--- config.mk ---
export PLATFORM = sky130hd
export DESIGN_NAME = npu_mem_master
export DESIGN_NICKNAME = d
export VERILOG_FILES = /design/src/rtl/npu_mem_master.sv
export SDC_FILE = /design/constraint.sdc
export NUM_CORES = 1
export LEC_CHECK = 0
export ABC_CLOCK_PERIOD_IN_PS = 7000
export CORE_ASPECT_RATIO = 1.25
export CORE_MARGIN = 3
export CORE_UTILIZATION = 49
export DETAILED_ROUTE_END_ITERATION = 6
export HOLD_SLACK_MARGIN = 0.08
export PLACE_DENSITY = 0.86
export REMOVE_ABC_BUFFERS = 1
export SLEW_MARGIN = 20
export SYNTH_ARGS = -nofsm -noshare
export SYNTH_HDL_FRONTEND = slang
export SYNTH_SLANG_ARGS = --single-unit
export TNS_END_PERCENT = 30
--- constraint.sdc ---
create_clock -name clk -period 7 [get_ports clk]
set_input_delay 1.4 -clock clk [delete_from_list [all_inputs] [get_ports clk]]
set_output_delay 1.4 -clock clk [all_outputs]
set_load 0.02 [all_outputs]
--- src/rtl/npu_mem_master.sv ---
// npu_mem_master: single-command initiator for the NPU buffer word port (write stream -> writes, reads -> read stream).
// Latency: a write beat reaches the port in the same cycle; read data reaches rd_data 2 cycles after its request.
// Backpressure: wr_ready is low outside WRITE; read requests stall while the 2-entry return FIFO could overflow.
// Optional: define NPU_MEM_MASTER_BOUND_CHECK_EN to reject commands running past the top word (err pulse, no accesses).
module npu_mem_master #(
   parameter int AXI_WIDTH = 32,
   parameter int ADDR_W    = 3,
   parameter int LEN_W     = 8
) (
   input  logic                 clk,
   input  logic                 reset,
   input  logic                 cmd_valid,
   output logic                 cmd_ready,
   input  logic                 cmd_write,
   input  logic [ADDR_W-1:0]    cmd_addr,
   input  logic [LEN_W-1:0]     cmd_len,
   input  logic                 wr_valid,
   output logic                 wr_ready,
   input  logic [AXI_WIDTH-1:0] wr_data,
   output logic                 rd_valid,
   input  logic                 rd_ready,
   output logic [AXI_WIDTH-1:0] rd_data,
   output logic                 busy,
   output logic                 done,
`ifdef NPU_MEM_MASTER_BOUND_CHECK_EN
   output logic                 err,
`endif
   output logic                 req_o,
   output logic [3:0]           wen_o,
   output logic [ADDR_W-1:0]    addr_o,
   output logic [AXI_WIDTH-1:0] wdata_o,
   input  logic [AXI_WIDTH-1:0] rdata_i
);

   typedef enum logic [2:0] {IDLE, WRITE, READ, DRAIN, DONE} state_t;

   state_t                state;
   logic [ADDR_W-1:0]     ptr;
   logic [LEN_W-1:0]      remaining;

   logic [AXI_WIDTH-1:0]  fifo_mem [2];
   logic                  fifo_wp;
   logic                  fifo_rp;
   logic [1:0]            fifo_cnt;
   logic                  inflight;

   logic                  wr_beat;
   logic                  rd_issue;
   logic                  pop;
   logic                  push;
   logic                  drained;
   logic                  cmd_fire;
   logic                  cmd_oob;

   assign cmd_fire = cmd_valid && cmd_ready;
   assign wr_ready = (state == WRITE) && (remaining != '0);
   assign wr_beat  = wr_valid && wr_ready;
   assign pop      = rd_valid && rd_ready;
   assign push     = inflight;
   assign rd_valid = (fifo_cnt != 2'd0);
   assign rd_data  = rd_valid ? fifo_mem[fifo_rp] : '0;

   // A read may issue only if, after this cycle's pop, buffered plus in-flight words leave a free slot.
   assign rd_issue = (state == READ) && (remaining != '0) &&
                     (({1'b0, fifo_cnt} + {2'b00, inflight}) < (3'd2 + {2'b00, pop}));

   assign req_o   = wr_beat || rd_issue;
   assign wen_o   = wr_beat ? 4'hF : 4'h0;
   assign addr_o  = req_o ? ptr : '0;
   assign wdata_o = wr_beat ? wr_data : '0;

   // Nothing left in flight and the FIFO empties at this edge.
   assign drained = !inflight && ((fifo_cnt == 2'd0) || ((fifo_cnt == 2'd1) && pop));

`ifdef NPU_MEM_MASTER_BOUND_CHECK_EN
   assign cmd_oob = (int'(cmd_addr) + int'(cmd_len)) > (1 << ADDR_W);
`else
   assign cmd_oob = 1'b0;
`endif

   // Command FSM: owns pointer/remaining and the registered handshake/status outputs.
   always_ff @(posedge clk or posedge reset) begin
      if (reset) begin
         state     <= IDLE;
         ptr       <= '0;
         remaining <= '0;
         cmd_ready <= 1'b0;
         busy      <= 1'b0;
         done      <= 1'b0;
      end else begin
         done <= 1'b0;
         case (state)
            IDLE: begin
               cmd_ready <= 1'b1;
               if (cmd_fire) begin
                  ptr       <= cmd_addr;
                  remaining <= cmd_len;
                  cmd_ready <= 1'b0;
                  busy      <= 1'b1;
                  if ((cmd_len == '0) || cmd_oob) begin
                     state <= DONE;
                     done  <= 1'b1;
                  end else if (cmd_write) begin
                     state <= WRITE;
                  end else begin
                     state <= READ;
                  end
               end
            end
            WRITE: begin
               if (wr_beat) begin
                  ptr       <= ptr + ADDR_W'(1);
                  remaining <= remaining - LEN_W'(1);
                  if (remaining == LEN_W'(1)) begin
                     state <= DONE;
                     done  <= 1'b1;
                  end
               end
            end
            READ: begin
               if (rd_issue) begin
                  ptr       <= ptr + ADDR_W'(1);
                  remaining <= remaining - LEN_W'(1);
                  if (remaining == LEN_W'(1)) begin
                     state <= DRAIN;
                  end
               end
            end
            DRAIN: begin
               if (drained) begin
                  state <= DONE;
                  done  <= 1'b1;
               end
            end
            DONE: begin
               state     <= IDLE;
               busy      <= 1'b0;
               cmd_ready <= 1'b1;
            end
            default: state <= IDLE;
         endcase
      end
   end

   // Read-return path: in-flight flag tracks the 1-cycle memory latency, 2-entry FIFO buffers for backpressure.
   always_ff @(posedge clk or posedge reset) begin
      if (reset) begin
         fifo_mem[0] <= '0;
         fifo_mem[1] <= '0;
         fifo_wp     <= 1'b0;
         fifo_rp     <= 1'b0;
         fifo_cnt    <= 2'd0;
         inflight    <= 1'b0;
      end else begin
         inflight <= rd_issue;
         if (push) begin
            fifo_mem[fifo_wp] <= rdata_i;
            fifo_wp           <= ~fifo_wp;
         end
         if (pop) begin
            fifo_rp <= ~fifo_rp;
         end
         if (push && !pop) begin
            fifo_cnt <= fifo_cnt + 2'd1;
         end else if (!push && pop) begin
            fifo_cnt <= fifo_cnt - 2'd1;
         end
      end
   end

`ifdef NPU_MEM_MASTER_BOUND_CHECK_EN
   // err flags the DONE cycle of a rejected out-of-range command.
   always_ff @(posedge clk or posedge reset) begin
      if (reset) begin
         err <= 1'b0;
      end else begin
         err <= cmd_fire && cmd_oob;
      end
   end
`endif

   // The issue rule must keep the return FIFO within its two entries.
   always_ff @(posedge clk) begin
      if (!reset) begin
         assert (!(push && !pop && (fifo_cnt == 2'd2)));
      end
   end

endmodule

==> reports/results.ini <==
[power_and_ir_drop]
irDropWorstVdd_mv = 0.216
finalPower_mw = 3.03
p_per_area_mw_per_mm2 = 481
leakage_nw = 2.71

[logic_synthesis]
synthCells = 403
synth_cell_types = 45
synth-warning-count = 0
syn_area_mm2 = 0.00448
async_reset_ff_share_pct = 100
syn_avg_cell_area_um2 = 11.1
synth-edff-count = 0
synth_seq_cells = 86
synthFlopType = dfrtp_1
seq_area_frac_synth_pct = 48.1

[timing]
clock_skew_ns = 0.00802
fmax_mhz = 193
finalCritPeriodShare_pct = 74.1
max_slew_margin_pct = 33.5
finalCriticalPeriod_ns = 5.19
finalMaxSlewViolations = 0
hold_viol = 0
tightest_slew_ns = 0.997
fin_tns_setup_ns = 0
rsz0062_at_grt = no
setup_violations = 0

[clocking]
cts_tree = done
cts_made_buffers = 9
clk_latency_ns = 0.35
cts_sinks = 86
holdBufCountCts = 0
cts-root-buf = clkbuf_8
path_clk_slew_ns = 0.08
cts_setup_buffers = 0
clockBufferDepth = 2
cts_resized = 0
htreeDepth = 3

[floorplan]
core_area_mm2 = 0.00880
die_w_um = 91.5
io_pins = 158
initial_core_util_pct = 50.9
core.rowCount = 38
die_h_um = 113
dieArea_mm2 = 0.0103

[routing]
routed_wl_mm = 10.6
antenna_left = 0
drt_first_pass_iters = 4
drc = 0
vias_per_cell = 5.26
vias = 3547
drtIter0Drc = 105
wl_per_cell_um = 15.7

[outcome]
status = finished, final reports clean

[global_route]
grt_max_degree = 87
grt_pass1_wl_mm = 17.6
antenna_found_initial = 0
grt_use_total_pct = 21.1
grt_pass1_vias = 3725
overflow = 0

[cells_and_area]
area_growth_pct = 40.7
antenna_cells = 0
layout-drive-gt1-share_pct = 17.0
finalNetCount = 638

[place]
place.gp.congestion = 0.822
dp_hpwl_mm = 7.54
port_buffers = 157

[setup_path]
endpoint_kind = primary output
worstPathArrival_ns = 3.79
cp_max_fo = 19
startpoint_type = input pin
r2r_setup_slack_ns = 4.60
critPathKind = input pin to primary output
worstPathRequired_ns = 5.60

[worst_hold_path]
hp-class = register to register

[run]
cap_violations = 0

-- cells in the mapped netlist (5+ instances only) --
master,instances,area [um2]
a21oi_1,16,80.1
and2_1,32,200
and3_1,6,37.5
buf_1,6,22.5
clkbuf_1,12,45.0
dfrtp_1,86,2150
ha_1,8,100
inv_1,8,30.0
mux2_2,64,721
mux2i_1,33,330
nand2_1,14,52.6
nor2_1,46,173
nor3_1,5,25.0
o21ai_0,5,25.0
o21ai_1,7,35.0
-- kinds of logic after synthesis --
group,share of synthesized area (%)
xor gates and xnor gates,0.782
muxes,23.7
AOI/OAI and AO/OA,7.40
buffers and inverters,3.80
DFF,48.1
and+or+nand+nor,14.0
adders and majority gates,2.24
-- layout by cell type, fill, tap and decap left out, types with 2 or more instances in the layout --
master	n
o211a_1	2
o22a_1	2
nor2_1	46
buf_4	5
clkbuf_1	2
a21boi_1	2
xnor2_1	2
inv_1	7
clkdlybuf4s50_1	157
o21ai_1	7
mux2_2	64
a21oi_1	16
dfrtp_1	85
nor3b_1	4
clkbuf_8	9
nor4_1	2
mux2i_1	33
clkinv_2	2
and2_1	32
and3_1	6
a31oi_1	3
o21ai_0	5
xor2_1	2
o22ai_1	3
ha_1	8
nor3b_2	2
clkinv_4	2
o211ai_1	2
nand2_1	14
nand3_1	4
nor3_1	5
-- final cells by class --
cell class              instances  area [um2]
clock inverters                 5        60.1
inverters                       8        31.3
repair buffers                163        1620
multi-input cells             281        2160
well taps                     120         150
clock buffers                  11         131
fillers                       644        2490
flip-flops and latches         86        2150
-- through the flow --
step | instances | worst slack [ns] | utilization (%) | instance area (um2) | hold slack, ns
after floorplan | 375 | 2.07 | - | 4340 | 0.454
after global placement | 658 | 1.91 | 69.4 | 6110 | 0.469
after detailed placement | 658 | 1.83 | 69.4 | 6110 | 0.474
after CTS | 674 | 1.82 | 71.6 | 6300 | 0.489
after global routing | 674 | 1.68 | 71.7 | 6300 | 0.509
final | 674 | 1.81 | 71.7 | 6300 | 0.490
-- metal layers --
metal	global-route usage, %	routed length [um]
met5	0	0
met4	6.74	182
met3	6.72	715
met2	36.3	5460
met1	25.2	4240
-- where the power goes --
part / total [mW] / switching, mW / leakage (nW) / internal, mW
combinational: 1.73 / 0.843 / 1.60 / 0.884
sequential: 0.967 / 0.215 / 1.01 / 0.752
clock: 0.340 / 0.174 / 0.0935 / 0.166
total: 3.03 / 1.23 / 2.71 / 1.80
-- flip-flops by register name, summed over array words and instances (netlist names) --
| name | flops |
|---|---|
| fifo_mem | 64 |
| remaining | 8 |
| ptr | 3 |
| state | 3 |
| fifo_cnt | 2 |
| busy | 1 |
| cmd_ready | 1 |
| done | 1 |
| fifo_rp | 1 |
| fifo_wp | 1 |
| inflight | 1 |
-- critical path, stage by stage --
cell	delay [ns]
clkdlybuf4s50_1	0.51
or3b_4	0.40
a221oi_2	0.32
o211ai_2	0.34
nor2_1	0.20
clkdlybuf4s50_1	0.62
-- path summary, 6_finish.rpt --
path,cells past startpoint,start,endpoint
setup / recovery,6,rd_ready,req_o
hold reg to reg,1,fifo_wp$_DFFE_PP0P_,fifo_wp$_DFFE_PP0P_
min in group asynchronous,3,reset,remaining[0]$_DFFE_PP0P_
setup reg to reg,7,remaining[0]$_DFFE_PP0P_,ptr[0]$_DFFE_PP0P_
hold / removal,1,fifo_wp$_DFFE_PP0P_,fifo_wp$_DFFE_PP0P_
max in group asynchronous,3,reset,fifo_rp$_DFFE_PP0P_
Note: power is estimated with default switching activity, not from simulation.
